<file path="src/rtl/asrm_register_bank.sv">
// Register bank and write-back stage for the asrm core: 16 architectural registers,
// a one-entry pending write stage with read forwarding, PC advance on retire, debug write port.
module asrm_register_bank #(
  parameter int unsigned         wordsize = 16,
  parameter logic [3:0]          pc_id    = 4'hF,
  parameter logic [3:0]          sr_id    = 4'hE,
  parameter logic [wordsize-1:0] reset_pc = '0
) (
  input  logic                clk,
  input  logic                reset,
  input  logic                wb_valid,
  output logic                wb_ready,
  input  logic [3:0]          wb_reg,
  input  logic [wordsize-1:0] wb_data,
  input  logic                commit,
  input  logic                dbg_we,
  input  logic [3:0]          dbg_reg,
  input  logic [wordsize-1:0] dbg_data,
  input  logic [3:0]          other_idx,
  output logic [wordsize-1:0] working_register,
  output logic [wordsize-1:0] other_register,
  output logic [wordsize-1:0] status_register,
  output logic [wordsize-1:0] program_counter
);

  localparam logic [wordsize-1:0] pc_step = wordsize'(1);

  logic [wordsize-1:0] regs [16];

  logic                pend_valid;
  logic [3:0]          pend_reg;
  logic [wordsize-1:0] pend_data;

  logic                wb_accept;
  logic                wr_en;
  logic [3:0]          wr_reg;
  logic [wordsize-1:0] wr_data;
  logic                pc_write;
  logic                pend_load;
  logic                eff_commit;

  // Debug port owns the single write slot whenever it asks for it.
  assign wb_ready   = ~dbg_we;
  assign wb_accept  = wb_valid & wb_ready;
  assign wr_en      = dbg_we | wb_accept;
  assign wr_reg     = dbg_we ? dbg_reg  : wb_reg;
  assign wr_data    = dbg_we ? dbg_data : wb_data;
  assign pc_write   = wr_en & (wr_reg == pc_id);
  assign pend_load  = wr_en & ~pc_write;
  assign eff_commit = commit & (~wb_valid | wb_ready);

  always_ff @(posedge clk or negedge reset) begin
    if (!reset) begin
      pend_valid <= 1'b0;
      pend_reg   <= '0;
      pend_data  <= '0;
    end else begin
      pend_valid <= pend_load;
      if (pend_load) begin
        pend_reg  <= wr_reg;
        pend_data <= wr_data;
      end
    end
  end

  // The pending entry never holds pc_id, so the drain and the PC update never collide.
  always_ff @(posedge clk or negedge reset) begin
    if (!reset) begin
      for (int i = 0; i < 16; i++) begin
        regs[i] <= '0;
      end
      regs[pc_id] <= reset_pc;
    end else begin
      if (pend_valid) begin
        regs[pend_reg] <= pend_data;
      end
      if (pc_write) begin
        regs[pc_id] <= wr_data;
      end else if (eff_commit) begin
        regs[pc_id] <= regs[pc_id] + pc_step;
      end
    end
  end

  assign working_register = (pend_valid && pend_reg == 4'd0)      ? pend_data : regs[0];
  assign other_register   = (pend_valid && pend_reg == other_idx) ? pend_data : regs[other_idx];
  assign status_register  = (pend_valid && pend_reg == sr_id)     ? pend_data : regs[sr_id];
  assign program_counter  = regs[pc_id];

endmodule

</file>
<file path="config.mk">
export PLATFORM = sky130hd
export DESIGN_NAME = asrm_register_bank
export DESIGN_NICKNAME = d
export VERILOG_FILES = /design/src/rtl/asrm_register_bank.sv
export SDC_FILE = /design/constraint.sdc
export NUM_CORES = 1
export LEC_CHECK = 0
export ABC_AREA = 1
export BUFFER_PORTS_ARGS = -buffer_cell sky130_fd_sc_hd__buf_2
export CORE_ASPECT_RATIO = 1.1
export CORE_UTILIZATION = 50
export DETAILED_ROUTE_END_ITERATION = 8
export HOLD_SLACK_MARGIN = 0.06
export PLACE_DENSITY_LB_ADDON = 0.12
export RECOVER_POWER = 25
export SYNTH_ARGS = -nofsm -noshare
export SYNTH_HDL_FRONTEND = slang
export SYNTH_SLANG_ARGS = --single-unit
</file>
<file path="constraint.sdc">
create_clock -name clk -period 2 [get_ports clk]
set_input_delay 0.2 -clock clk [delete_from_list [all_inputs] [get_ports clk]]
set_output_delay 0.2 -clock clk [all_outputs]
set_load 0.005 [all_outputs]
</file>
[After elaboration in Yosys (flattened, before gate mapping)]
Cells that the tools add are included.
Word-level totals
  bits in registers: 277
  bits of input ports: 49
  output and inout bits: 65
  word-level logic and storage cells: 57
Cells by class
  add/sub/neg operators: 1
  magnitude comparators: 3
  equality and inequality tests: 3
  multiplexer cells: 14
  bitwise logic cells: 11
  reduce and logical (&&, ||, !) cells: 6
Operators with widths (count)
  256-bit bitwise mux: 1
  16-bit two-way mux: 10
  16-bit binary-select mux with 4-bit select: 1
  16-bit demux with 4-bit select: 1
  16-bit by 1-bit adder with 16-bit output (second input constant): 1
  5-bit greater-or-equal comparator (second input constant): 2
  4-bit inverter with 5-bit output: 2
  4-bit equality test (second input constant): 2
  5-bit by 1-bit < comparator with 1-bit output (second input constant): 1
  1-bit AND: 4
  4-bit equality test: 1
  1-bit logical AND: 4
  4-bit logical NOT: 1
  4-bit two-way mux: 1
  1-bit inverter: 3
  3-bit nonzero test: 1
  1-bit bitwise OR: 2

[Logic depth before layout (Yosys ltp)]
  depth after elaboration: 9
  gate-level depth with buffers: 14
  mapped depth without buffers: 11

[Worst setup path before layout]
No wires, ideal clock.
  path kind: register -> output
  start: register pend_reg[1]
  end: output port status_register[11]
  data arrival time: 1343 ps
  required time: 1800 ps
  slack: 457 ps
  cell stages (with the launch flop): 8
  buffers on the path: 1
  cells stage by stage: dfrtp_1 -> inv_1 -> nor2_1 -> nand2_1 -> nor2_1 -> clkbuf_1 -> nor2_1 -> a21oi_1
Between the ends
  cells in the longest elaborated chain, start to end: 3
RTL lines
  start: declaration: RTL line 31  | logic [3:0] pend_reg;
  start signal: assignment: RTL line 60  | pend_reg <= wr_reg;
  4-bit equality test: RTL line 87  | assign status_register = (pend_valid && pend_reg == sr_id) ? pend_data : regs[sr_id];
  1-bit logical AND: RTL line 87
  16-bit two-way mux: RTL line 87
  end: declaration: RTL line 22  | output logic [wordsize-1:0] status_register,
Every way passes these cells.

[Final worst setup path]
  start: register pend_reg[2]
  end: output port other_register[13]
Between the ends
  cells in the longest elaborated chain, start to end: 3
RTL lines
  4-bit equality test: RTL line 86  | assign other_register = (pend_valid && pend_reg == other_idx) ? pend_data : regs[other_idx];
  1-bit logical AND: RTL line 86
  16-bit two-way mux: RTL line 86
  end: declaration: RTL line 21  | output logic [wordsize-1:0] other_register,
Every way passes these cells.

==> results.py <==
metrics = {
    "run_status": {
        "run_status": "finished, violations left",
        "violations": "max-capacitance violations, max-slew violations, negative setup slack",
    },
    "floorplan": {
        "rows": 63,
        "dieHeight_um": 177,
        "die_w_um": 161,
        "start_util": 0.512,
        "core_area_um2": 27100,
        "dieArea_um2": 28400,
        "io_pins": 114,
    },
    "finish": {
        "final.fill_count": 2557,
        "seq_area_um2": 6930,
        "final_area_um2": 16500,
        "multi_input_area_um2": 5790,
        "nets": 1976,
        "instances_no_fill": 2306,
        "drive_gt1_frac": 0.156,
        "largest_reg_flops": 240,
        "antennaDiodeCount": 0,
        "top_register": "regs",
        "final_common_cell": "nand2_1",
        "final_cell_mix": "nand2_1 (443), o21ai_0 (289), dfrtp_1 (276), nor2_1 (143), nand3_1 (140)",
        "area.growth.synth_to_final_pct": 18.7,
    },
    "clock_tree": {
        "clock_latency_ns": 0.56,
        "clock_sinks": 277,
        "cts_root_buf": "clkbuf_16",
        "ctsLongestPathBuffers": 3,
        "cts_buffers": 30,
        "htree_levels": 1,
        "cts_tree": "done",
        "cts.reportedPaths.clkPinSlew_ns": 0.06,
    },
    "worst_setup_path": {
        "crit_type": "flop to output pin",
        "critPathRequiredTime_ns": 1.80,
        "critPathCaptureType": "output pin",
        "path_max_fanout": 8,
        "crit_path_top_delay_cell": "dfrtp_1",
        "crit_chain": "inv_2 -> nand2_1 -> a21oi_1 -> nand2_1 -> nor2_4 -> clkinvlp_4 -> nand2_1 -> nand2_1 -> buf_2",
        "worstSetupStartpointType": "flop",
        "arrival_ns": 2.11,
        "reg2reg_slack_ns": 0.24,
        "cpPeakStageDelay_ns": 0.42,
        "r2r_cells": 9,
        "crit_family": "simple AND/OR/NAND/NOR gates",
        "reg2reg_from": "pend_reg[2]",
        "crit_top_cell": "nand2_1",
        "reg2reg_to": "program_counter[9]",
        "path_buf_inv": 3,
    },
    "job": {
        "maxCapViolations": 1,
    },
    "route": {
        "wl_per_cell_um": 20.3,
        "via_count": 12900,
        "ant_nets": 0,
        "routed_via_density": 5.60,
        "drtIter0Drc": 1453,
        "first_pass_iters": 8,
        "drc": 0,
        "wl_um": 46700,
    },
    "grt": {
        "gr-usage-all-layers": 0.335,
        "grt_pass1_vias": 12100,
        "grt_pass1_wl_um": 71600,
        "antenna_found_initial": 1,
        "grt_max_degree": 83,
        "grt_overflow_total": 0,
    },
    "pwr": {
        "power_density_nw_per_um2": 1200,
        "pwr-share-seq": 0.450,
        "internal-power_mw": 13.2,
        "switching_share": 0.333,
        "p_sw_mw": 6.60,
        "comb_power_share": 0.266,
        "clkPwrFrac": 0.284,
        "ir_drop_mv": 0.993,
        "p_leak_nw": 7.79,
    },
    "logic_synthesis": {
        "synth_nets": 1855,
        "avgSynthCellArea_um2": 7.69,
        "synthTopCellsByArea": "dfrtp_1 (50%), nand2_1 (12%), o21ai_0 (11%)",
        "synth-edff-count": 0,
        "yosysTopAreaCell": "dfrtp_1",
        "synth.top_cell.area_share": 0.499,
        "ys_ff_latch": 277,
        "synth_async_sr_flop_share": 1.00,
        "syn_inst": 1805,
        "synth_cell_types": 29,
        "ys_seq_area_frac": 0.499,
        "ys_dominant_reg_cell": "dfrtp_1",
        "syn_area_um2": 13900,
        "yosysWarnings": 0,
    },
    "place": {
        "port_buffers": 113,
        "place_congestion": 0.903,
        "placed_cell_area_um2": 15000,
        "place_inst": 2206,
        "hpwl_um": 31400,
    },
    "timing": {
        "slew_headroom": -0.188,
        "period_share": 1.15,
        "worst_slack_ns": -0.307,
        "fmax_mhz": 434,
        "finClkSkew_ns": 0.00928,
        "slew_violations": 24,
        "worst_pin_slew_ns": 1.78,
        "period_minus_slack_ns": 2.31,
        "rsz0062_at_grt": "true",
        "setup_violations": 48,
        "hold_slack_ns": 0.0688,
        "hold_viol_final": 0,
    },
    "hold_path": {
        "worstHoldEndpoint": "program_counter[5]",
        "min_path_cells": 5,
        "min-delay-start": "dbg_data[5]",
        "min_path_type": "input pin to flop",
    },
}
==> worst min-delay path, cell delays in order <==
cell     delay [ns]
buf_2          0.07
mux2i_1        0.10
nand2_1        0.08
nand3_1        0.07
o21ai_1        0.06
==> layer usage <==
metal	vias up	GRT usage	share of wire
li1	6125	-	-
met1	6147	0.465	0.43
met2	550	0.525	0.45
met3	91	0.0602	0.083
met4	0	0.121	0.036
met5	-	0	0
==> through the flow <==
step / utilization / setup WS, ns / power (mW) / setup TNS (ns)
after CTS: 0.607 / -0.294 / 19.7 / -11.14
after global placement: 0.552 / 0.139 / 13.8 / 0
after detailed placement: 0.552 / 0.143 / 14.0 / 0
after floorplan: - / 0.457 / 11.9 / 0
final: 0.608 / -0.307 / 19.8 / -10.70
after global routing: 0.608 / -0.388 / 21.0 / -30.93
==> synthesized netlist by cell type, types with 4 or more instances <==
cell type	n
a21oi_1	102
a21oi_2	5
buf_1	5
buf_2	28
buf_4	17
buf_6	6
clkbuf_1	93
clkinv_1	9
dfrtp_1	277
inv_1	126
inv_2	7
mux2i_1	9
nand2_1	449
nand2_2	5
nand3_1	140
nand4_1	4
nor2_1	152
o211ai_1	49
o21ai_0	299
o21ai_1	7
o22ai_1	4
==> cell families (layout without fill, tap and decap cells) <==
kind of cell,Yosys count,count (layout),synth area share
adder cells (fa/ha/maj),1,1,0.000901
AND/OR/NAND/NOR,756,756,0.223
AO/OA/AOI/OAI,468,468,0.180
flip-flops,277,277,0.499
multiplexers,9,9,0.00649
buffers and inverters,293,437,0.0904
XOR/XNOR,1,1,0.000631
==> power groups by stage <==
stage,Sequential [mW],Clock [mW],Combinational (mW)
floorplan,8.63,0,3.27
global placement,8.89,0,4.88
detailed placement,8.94,0,5.01
CTS,8.87,5.69,5.18
global route,9.13,5.90,5.93
finish,8.91,5.63,5.26
==> cell type report <==
cell class	count	share of cell area
multi-input cells	1235	0.351
well taps	357	0.0271
repair buffers	239	0.108
flip-flops and latches	277	0.420
clock inverters	6	0.00501
clock buffers	49	0.0554
inverters	142	0.0326
repair inverters	1	0.000455
==> repair_timing <==
| item | CTS | global route |
|---|---|---|
| resized for setup | 23 | 15 |
| pin swaps | 17 | 5 |
| cloned | 2 | 0 |
| endpoints found under the hold margin | 296 | 0 |
| hold buffers | 36 | 0 |
| setup endpoints to repair | 48 | 48 |
| buffers inserted | 5 | 2 |
==> worst max path at each step <==
stage / start / end / slack (ns) / depth (start not counted)
after floorplan: pend_reg[1] / status_register[11] / 0.46 / 7
after global placement: pend_reg[1] / status_register[3] / 0.14 / 8
after detailed placement: dbg_we / program_counter[9] / 0.14 / 11
after CTS: pend_reg[1] / other_register[13] / -0.29 / 9
after global routing: pend_reg[2] / other_register[15] / -0.39 / 9
final: pend_reg[2] / other_register[13] / -0.31 / 9
Note: power is estimated with default switching activity, not from simulation.
